File: src/rtl/cpu_pkg.sv
// cpu_pkg: constants shared by the fetch and decode stages.
package cpu_pkg;
  localparam int XLEN = 32;
  localparam logic [XLEN-1:0] NOP_INSTR = 32'h0000_0013;
  localparam logic [6:0] OP_LUI    = 7'b0110111;
  localparam logic [6:0] OP_AUIPC  = 7'b0010111;
  localparam logic [6:0] OP_JAL    = 7'b1101111;
  localparam logic [6:0] OP_JALR   = 7'b1100111;
  localparam logic [6:0] OP_BRANCH = 7'b1100011;
  localparam logic [6:0] OP_LOAD   = 7'b0000011;
  localparam logic [6:0] OP_STORE  = 7'b0100011;
  localparam logic [6:0] OP_IMM    = 7'b0010011;
  localparam logic [6:0] OP_REG    = 7'b0110011;
  function automatic logic [XLEN-1:0] word_align(input logic [XLEN-1:0] a);
    return a & ~XLEN'(3);
  endfunction
endpackage

File: src/rtl/fetch_buffer.sv
// fetch_buffer: in-order fetch slots with alloc/fill/pop pointers and flush.
module fetch_buffer import cpu_pkg::*; #(
  parameter int DEPTH = 4,
  localparam int AW = $clog2(DEPTH)
) (
  input  logic            clk,
  input  logic            rst_n,
  input  logic            i_flush,
  input  logic            i_alloc,
  input  logic [XLEN-1:0] i_alloc_pc,
  input  logic            i_fill,
  input  logic [XLEN-1:0] i_fill_data,
  input  logic            i_pop,
  output logic [AW:0]     o_count,
  output logic [AW:0]     o_unfilled,
  output logic            o_head_valid,
  output logic [XLEN-1:0] o_head_data,
  output logic [XLEN-1:0] o_head_pc
);
  logic [XLEN-1:0] r_pc [DEPTH];
  logic [XLEN-1:0] r_data [DEPTH];
  logic [AW:0] r_wr, r_fl, r_rd;
  // Entries between r_rd and r_fl are filled, so no per-entry flag is needed.
  assign o_count = r_wr - r_rd;
  assign o_unfilled = r_wr - r_fl;
  assign o_head_valid = r_fl != r_rd;
  assign o_head_data = r_data[r_rd[AW-1:0]];
  assign o_head_pc = r_pc[r_rd[AW-1:0]];
  always_ff @(posedge clk) begin
    if (!rst_n || i_flush) begin
      r_wr <= '0;
      r_fl <= '0;
      r_rd <= '0;
    end else begin
      r_wr <= r_wr + (AW+1)'(i_alloc);
      r_fl <= r_fl + (AW+1)'(i_fill);
      r_rd <= r_rd + (AW+1)'(i_pop && o_head_valid);
    end
  end
  always_ff @(posedge clk) begin
    if (i_alloc) r_pc[r_wr[AW-1:0]] <= i_alloc_pc;
    if (i_fill) r_data[r_fl[AW-1:0]] <= i_fill_data;
  end
endmodule

File: src/rtl/fetch_unit.sv
// fetch_unit: PC generation, imem request gating and stale-response dropping.
module fetch_unit import cpu_pkg::*; #(
  parameter logic [XLEN-1:0] RESET_PC = 32'h0000_0000,
  parameter int DEPTH = 4
) (
  input  logic            clk,
  input  logic            rst_n,
  output logic            imem_req_valid,
  input  logic            imem_req_ready,
  output logic [XLEN-1:0] imem_addr,
  input  logic            imem_rsp_valid,
  input  logic [XLEN-1:0] imem_rsp_data,
  input  logic            redirect_valid,
  input  logic [XLEN-1:0] redirect_pc,
  output logic            instr_valid,
  input  logic            instr_ready,
  output logic [XLEN-1:0] instr,
  output logic [XLEN-1:0] instr_pc
);
  localparam int CW = $clog2(DEPTH) + 1;
  logic [XLEN-1:0] r_fetch_pc, w_head_data, w_head_pc;
  logic [CW-1:0] r_drop, w_count, w_unfilled;
  logic w_accept, w_fill, w_head_valid;
  // Slots owed to stale responses count against capacity so they never land in fresh entries.
  assign imem_req_valid = rst_n && !redirect_valid && ({1'b0, w_count} + {1'b0, r_drop} < (CW+1)'(DEPTH));
  assign imem_addr = r_fetch_pc;
  assign w_accept = imem_req_valid && imem_req_ready;
  assign w_fill = imem_rsp_valid && r_drop == '0 && !redirect_valid;
  assign instr_valid = w_head_valid;
  assign instr = w_head_valid ? w_head_data : NOP_INSTR;
  assign instr_pc = w_head_valid ? w_head_pc : r_fetch_pc;
  always_ff @(posedge clk) begin
    if (!rst_n) begin
      r_fetch_pc <= RESET_PC;
      r_drop <= '0;
    end else begin
      r_fetch_pc <= redirect_valid ? word_align(redirect_pc) : r_fetch_pc + (w_accept ? 32'd4 : 32'd0);
      r_drop <= redirect_valid ? r_drop + w_unfilled - CW'(imem_rsp_valid)
                               : r_drop - CW'(imem_rsp_valid && r_drop != '0);
    end
  end
  fetch_buffer #(.DEPTH(DEPTH)) u_buf (
    .clk          (clk),
    .rst_n        (rst_n),
    .i_flush      (redirect_valid),
    .i_alloc      (w_accept),
    .i_alloc_pc   (r_fetch_pc),
    .i_fill       (w_fill),
    .i_fill_data  (imem_rsp_data),
    .i_pop        (instr_ready),
    .o_count      (w_count),
    .o_unfilled   (w_unfilled),
    .o_head_valid (w_head_valid),
    .o_head_data  (w_head_data),
    .o_head_pc    (w_head_pc)
  );
endmodule

File: config.mk
export PLATFORM = sky130hd
export DESIGN_NAME = fetch_unit
export DESIGN_NICKNAME = d
export VERILOG_FILES = /design/src/rtl/cpu_pkg.sv /design/src/rtl/fetch_buffer.sv /design/src/rtl/fetch_unit.sv
export SDC_FILE = /design/constraint.sdc
export NUM_CORES = 1
export LEC_CHECK = 0
export ABC_AREA = 1
export CAP_MARGIN = 20
export CORE_MARGIN = 4
export CORE_UTILIZATION = 57
export DETAILED_ROUTE_END_ITERATION = 7
export DONT_BUFFER_PORTS = 1
export MAX_ROUTING_LAYER = met4
export PLACE_DENSITY = 0.74
export SYNTH_ARGS = -nofsm -noshare
export SYNTH_HDL_FRONTEND = slang
export SYNTH_SLANG_ARGS = --single-unit
File: constraint.sdc
create_clock -name clk -period 7.4 [get_ports clk]
set_clock_uncertainty 0.2 [all_clocks]
set_input_delay 1.11 -clock clk [delete_from_list [all_inputs] [get_ports clk]]
set_output_delay 1.11 -clock clk [all_outputs]
set_load 0.05 [all_outputs]
After elaboration in Yosys (flattened, before gate mapping). Memory sizes are Yosys's and may differ from the RTL's. A register that Yosys moved wholly into a read port is not among the register bits. Cells that the tools add are included.

Logic and storage cells: 45. Flip-flop bits (word level): 44. Input bits: 70. Memories kept: 2. RAM bits: 256. Output and inout port bits: 98.

Reductions and logical operators: 13. $add $sub $neg: 10. Order comparisons: 1. Bitwise operators: 1. Muxes and demuxes: 11. Eq/ne operators: 1.

Memories: u_buf.r_data (words 4, width 32, rd ports 1, clocked after memory_dff 1, wr ports 1, RTL line fetch_buffer.sv:21) `logic [XLEN-1:0] r_data [DEPTH];`; u_buf.r_pc (words 4, width 32, rd ports 1, clocked after memory_dff 1, wr ports 1, RTL line fetch_buffer.sv:20) `logic [XLEN-1:0] r_pc [DEPTH];`.

Operators with widths (count): $mux W32 (3); $add A32 B3 Y32 (1); $add A3 B1 Y3 (3); $logic_and A1 B1 Y1 (7); $mux W3 (2); $sub A3 B1 Y3 (2); $sub A3 B3 Y3 (2); $add A3 B3 Y4 (1); $lt A4 B3 Y1 const B (1); $mux W1 (4); $mux W2 (2); $add A3 B3 Y3 (1); $logic_not A3 Y1 (1); $ne A3 B3 Y1 (1); $reduce_bool A3 Y1 (1); $logic_not A1 Y1 (2); $reduce_or A2 Y1 (1); $logic_or A1 B1 Y1 (1); $not A1 Y1 (1).

Longest topological paths before layout.
Word-level depth: 8. Mapped depth: 22. Gate-level depth less buffers: 22.

By module. Synthesis repeated with hierarchy kept, for this count alone.

Cell total of the unflattened synthesis: 1232. Area, all modules: 13021.2 sq um.

By module, submodules not included: fetch_buffer (cells an instance 692, times used 1, sequential area each 7867.5 sq um, area an instance 10062.2 sq um); fetch_unit (cells an instance 540, times used 1, sequential area each 660.6 sq um, area an instance 2959.1 sq um).

Least setup slack after synthesis. No wires, ideal clock.

Path kind: reg-to-reg. Start point: reg u_buf.r_rd[1]. End point: mem u_buf.r_pc[3][10] (enable). Slack: 1942 ps. Setup time: 455 ps. Clock period less this slack: 5458 ps. Arrival: 4803 ps. Stages on the path, launching flop included: 13. Buffers on the path: 2. Required time: 6745 ps. Cell sequence: dfxtp_1 buf_4 inv_2 clkbuf_1 fa_1 xnor2_1 xor2_1 ha_1 nor2_1 o21ai_0 nor3_2 nand2_1 nor3_1.

Longest elaborated chain between the ends: 7.

Ends and longest elaborated chain: from (decl) (RTL line fetch_buffer.sv:22) `logic [AW:0] r_wr, r_fl, r_rd;`; from (signal assigned) (RTL line fetch_buffer.sv:37) `r_rd <= r_rd + (AW+1)'(i_pop && o_head_valid);`; $sub A3 B3 Y3 (RTL line fetch_buffer.sv:24) `assign o_count = r_wr - r_rd;`; $add A3 B3 Y4 (RTL line fetch_unit.sv:25) `assign imem_req_valid = rst_n && !redirect_valid && ({1'b0, w_count} + {1'b0, r_drop} < (CW+1)'(DEPTH));`; $lt A4 B3 Y1 (RTL line fetch_unit.sv:25); $logic_and A1 B1 Y1 (RTL line fetch_unit.sv:25); via imem_req_valid (RTL line fetch_unit.sv:8) `output logic imem_req_valid,`; $logic_and A1 B1 Y1 (RTL line fetch_unit.sv:27) `assign w_accept = imem_req_valid && imem_req_ready;`; $mux W1 (RTL line fetch_buffer.sv:41) `if (i_alloc) r_pc[r_wr[AW-1:0]] <= i_alloc_pc;`; $mux W1 (implied by the code) (RTL line fetch_buffer.sv:41); to (decl) (RTL line fetch_buffer.sv:20).

The timed path passes the listed nets, and every way through them passes these cells.

Worst setup path after layout.
Start point: reg u_buf.r_rd[0]. End point: mem u_buf.r_pc[2][2] (enable).

Same word-level chain as after synthesis.

==> impl_metrics.tcl <==
set metrics [dict create \
    grt_usage_pct 23.7 \
    seq_area_frac_synth_pct 65.5 \
    cts_tree "built" \
    p_leak_nw 5.15 \
    areaGrowthSynthToFinish_pct 8.52 \
    drv_slew 0 \
    setup_violations 0 \
    wl_per_cell_um 19.3 \
    grt_max_degree 96 \
    hold_path.class "flop to flop" \
    synth_edf_count 248 \
    post-route-drc-count 0 \
    hold_buffers 0 \
    comb_power_share_pct 9.1 \
    rows 54 \
    end_kind "flop" \
    crit_type "flop to flop" \
    dr_wl_met3_mm 2.59 \
    critPathLaunch "u_buf.r_rd[0]$_SDFF_PP0_" \
    dp.cells 1451 \
    wl_met2_mm 13.7 \
    synth.avg_cell_area_um2 10.4 \
    core-area_um2 21800 \
    instances_no_fill 1499 \
    relSlewSlack_pct 25.8 \
    post_cts_resized 0 \
    clock-sinks 290 \
    gp_congestion 0.930 \
    crit_required_ns 7.40 \
    yosys_warnings 0 \
    period_share_pct 68.4 \
    synth_top_area_cell "edfxtp_1" \
    io_pins 168 \
    drt-initial-drc-count 607 \
    insertion_delay_ns 0.53 \
    synth_compound_area_share_pct 10.6 \
    synthTopCellsByArea "edfxtp_1, dfxtp_1, o21ai_0" \
    synthSimpleGateAreaFrac_pct 14.6 \
    wl_met1_mm 11.8 \
    rr_startpoint "u_buf.r_rd[0]$_SDFF_PP0_" \
    netlist_area_um2 12700 \
    n_antenna_cell 0 \
    p_per_area_nw_per_um2 261 \
    wl_mm 28.9 \
    vias_per_cell 5.69 \
    fin_util_pct 62.9 \
    switching_power_uw 898 \
    worst_slack_ns 2.34 \
    synthTopCellsByCount "edfxtp_1, nor2_1, nand2_1" \
    hold_viol 0 \
    startpoint_type "flop" \
    root_buffer "clkbuf_16" \
    p_sw_share_pct 25.1 \
    crit_arrival_ns 5.06 \
    die_h_um 157 \
    synth_async_sr_flop_share_pct 0 \
    io_buffer_count 0 \
    postCtsSetupBuffers 0 \
    outcome "complete, no violations" \
    pre_cts_ws_ns 2.26 \
    postSynthCellCount 1213 \
    min_period_ns 5.06 \
    die_w_um 157 \
    synth.ff_latch_count 290 \
    drtAntennaViolNets 0 \
    initial_core_util_pct 58.0 \
    synthAdderAreaFrac_pct 2.18 \
    synth_top_area_share_pct 58.9 \
    grt_pass1_vias 8113 \
    vdd_drop_max_v 0.000193 \
    ys.flop_type "edfxtp_1" \
    hpwlAfterDp_mm 17.5 \
    cts_max_level 1 \
    firstDrtPassIters 5 \
    p_int_mw 2.68 \
    totalPowerFinal_mw 3.58 \
    maxCapViolations 0 \
    cts.clk_slew.worst_paths_ns 0.06 \
    grt_pass1_wl_mm 44.3 \
    vias 8523 \
    p_seq_share_pct 53.4 \
    tightest_slew_ns 1.11 \
    synth.distinct_cells 34 \
    nNetsFinal 1291 \
    overflow 0 \
    clk_path_buf_depth 3 \
    cp_max_fo 34 \
    top_layer "met4" \
    min_from "u_buf.r_wr[2]$_SDFF_PP0_" \
    antenna_found_initial 0 \
    synth_top_family_by_area "simple AND/OR/NAND/NOR gates" \
    max_clock_freq_ghz 0.198 \
    synthXorXnorAreaFrac_pct 0.900 \
    p_clk_share_pct 37.4 \
    synthMuxAreaShare_pct 0 \
    rsz0062_at_grt "false" \
    setup_tns_ns 0 \
    cts_buffers 29 \
    synth_most_common_cell "edfxtp_1" \
    die_area_um2 24600 \
    drive_gt1_share_pct 6.64 \
]
## cell type report
class	count	area, um^2
inverters	118	444
clock buffers	43	808
fillers	1738	8090
well taps	280	350
clock inverters	5	53.8
flip-flops and latches	290	8290
repair buffers	19	143
multi-input cells	744	3640
## cell families (layout without fill, tap and decap cells)
kind of cell,after synthesis,after routing
simple gates,457,457
flops,290,290
compound gates,251,251
buf+inv,182,185
fa+ha+maj,19,19
xor+xnor,13,13
other cells,1,4
## final timing paths
check / endpoint / slack, ns / cells after the start
setup / recovery: u_buf.r_pc[2][2]$_DFFE_PP_ / 2.34 / 14
hold / removal: u_buf.r_wr[2]$_SDFF_PP0_ / 0.39 / 2
setup reg to reg: u_buf.r_pc[2][2]$_DFFE_PP_ / 2.34 / 14
hold reg to reg: u_buf.r_wr[2]$_SDFF_PP0_ / 0.39 / 2
## state kept, by name, indices dropped and copies added (netlist names)
name / count
u_buf.r_wr: 3
r_drop: 3
u_buf.r_pc: 120
imem_addr: 30
u_buf.r_data: 128
u_buf.r_rd: 3
u_buf.r_fl: 3
## layout by cell type (no fill, tap or decap)
cell type and n:
dfxtp_2 1, nor3_2 7, fa_1 5, clkinv_2 2, nand3_4 1, ha_1 14, nor2_8 1, nor2_1 204
nand2_1 195, dfxtp_4 1, xor2_1 6, bufinv_16 1, nand3b_1 2, dfxtp_1 40, nand2_2 2, o211ai_1 2
buf_4 19, clkinvlp_4 2, nand4_1 2, clkinv_1 2, o21ai_0 144, o22ai_1 57, nand3_1 31, clkbuf_1 11
nor2_2 8, o21ai_1 32, nor3_1 1, clkbuf_8 3, conb_1 4, nand2_4 2, a21oi_1 11, nor2_4 1
a31oi_1 2, edfxtp_1 248, o221ai_1 3, clkbuf_16 29, inv_2 1, xnor2_1 7, inv_1 115
## power by group through the flow
| stage | Clock, mW | Combinational [mW] | Sequential, mW |
|---|---|---|---|
| 2_1_floorplan | 0 | 0.270 | 1.94 |
| 3_3_place_gp | 0 | 0.321 | 1.95 |
| 3_5_place_dp | 0 | 0.327 | 1.95 |
| 4_1_cts | 1.36 | 0.329 | 1.91 |
| 5_1_grt | 1.44 | 0.362 | 1.92 |
| 6_report | 1.34 | 0.327 | 1.91 |
## stage by stage
stage	cell area, um^2	hold WS [ns]
CTS	13700	0.386
floorplan	12700	0.331
global route	13700	0.402
finish	13700	0.388
global placement	12900	0.357
detailed placement	12900	0.367
## worst max-delay path, cell delays in order (launching register included)
cell and delay, ns:
dfxtp_4 0.59, ha_1 0.21, inv_1 0.04, fa_1 0.37, xnor2_1 0.17, xor2_1 0.17, ha_1 0.24, nor2_1 0.08
o21ai_0 0.10, nor3_2 0.72, nand2_1 0.30, inv_1 0.22, nand2_1 0.12, nor2_2 0.75, buf_4 0.44
## routing by layer
layer	vias to the layer above	global-route usage, %
met5	-	-
met4	0	7.44
met3	70	6.13
met2	317	38.0
met1	4027	29.8
li1	4109	-
(Power assumes the default switching activity.)
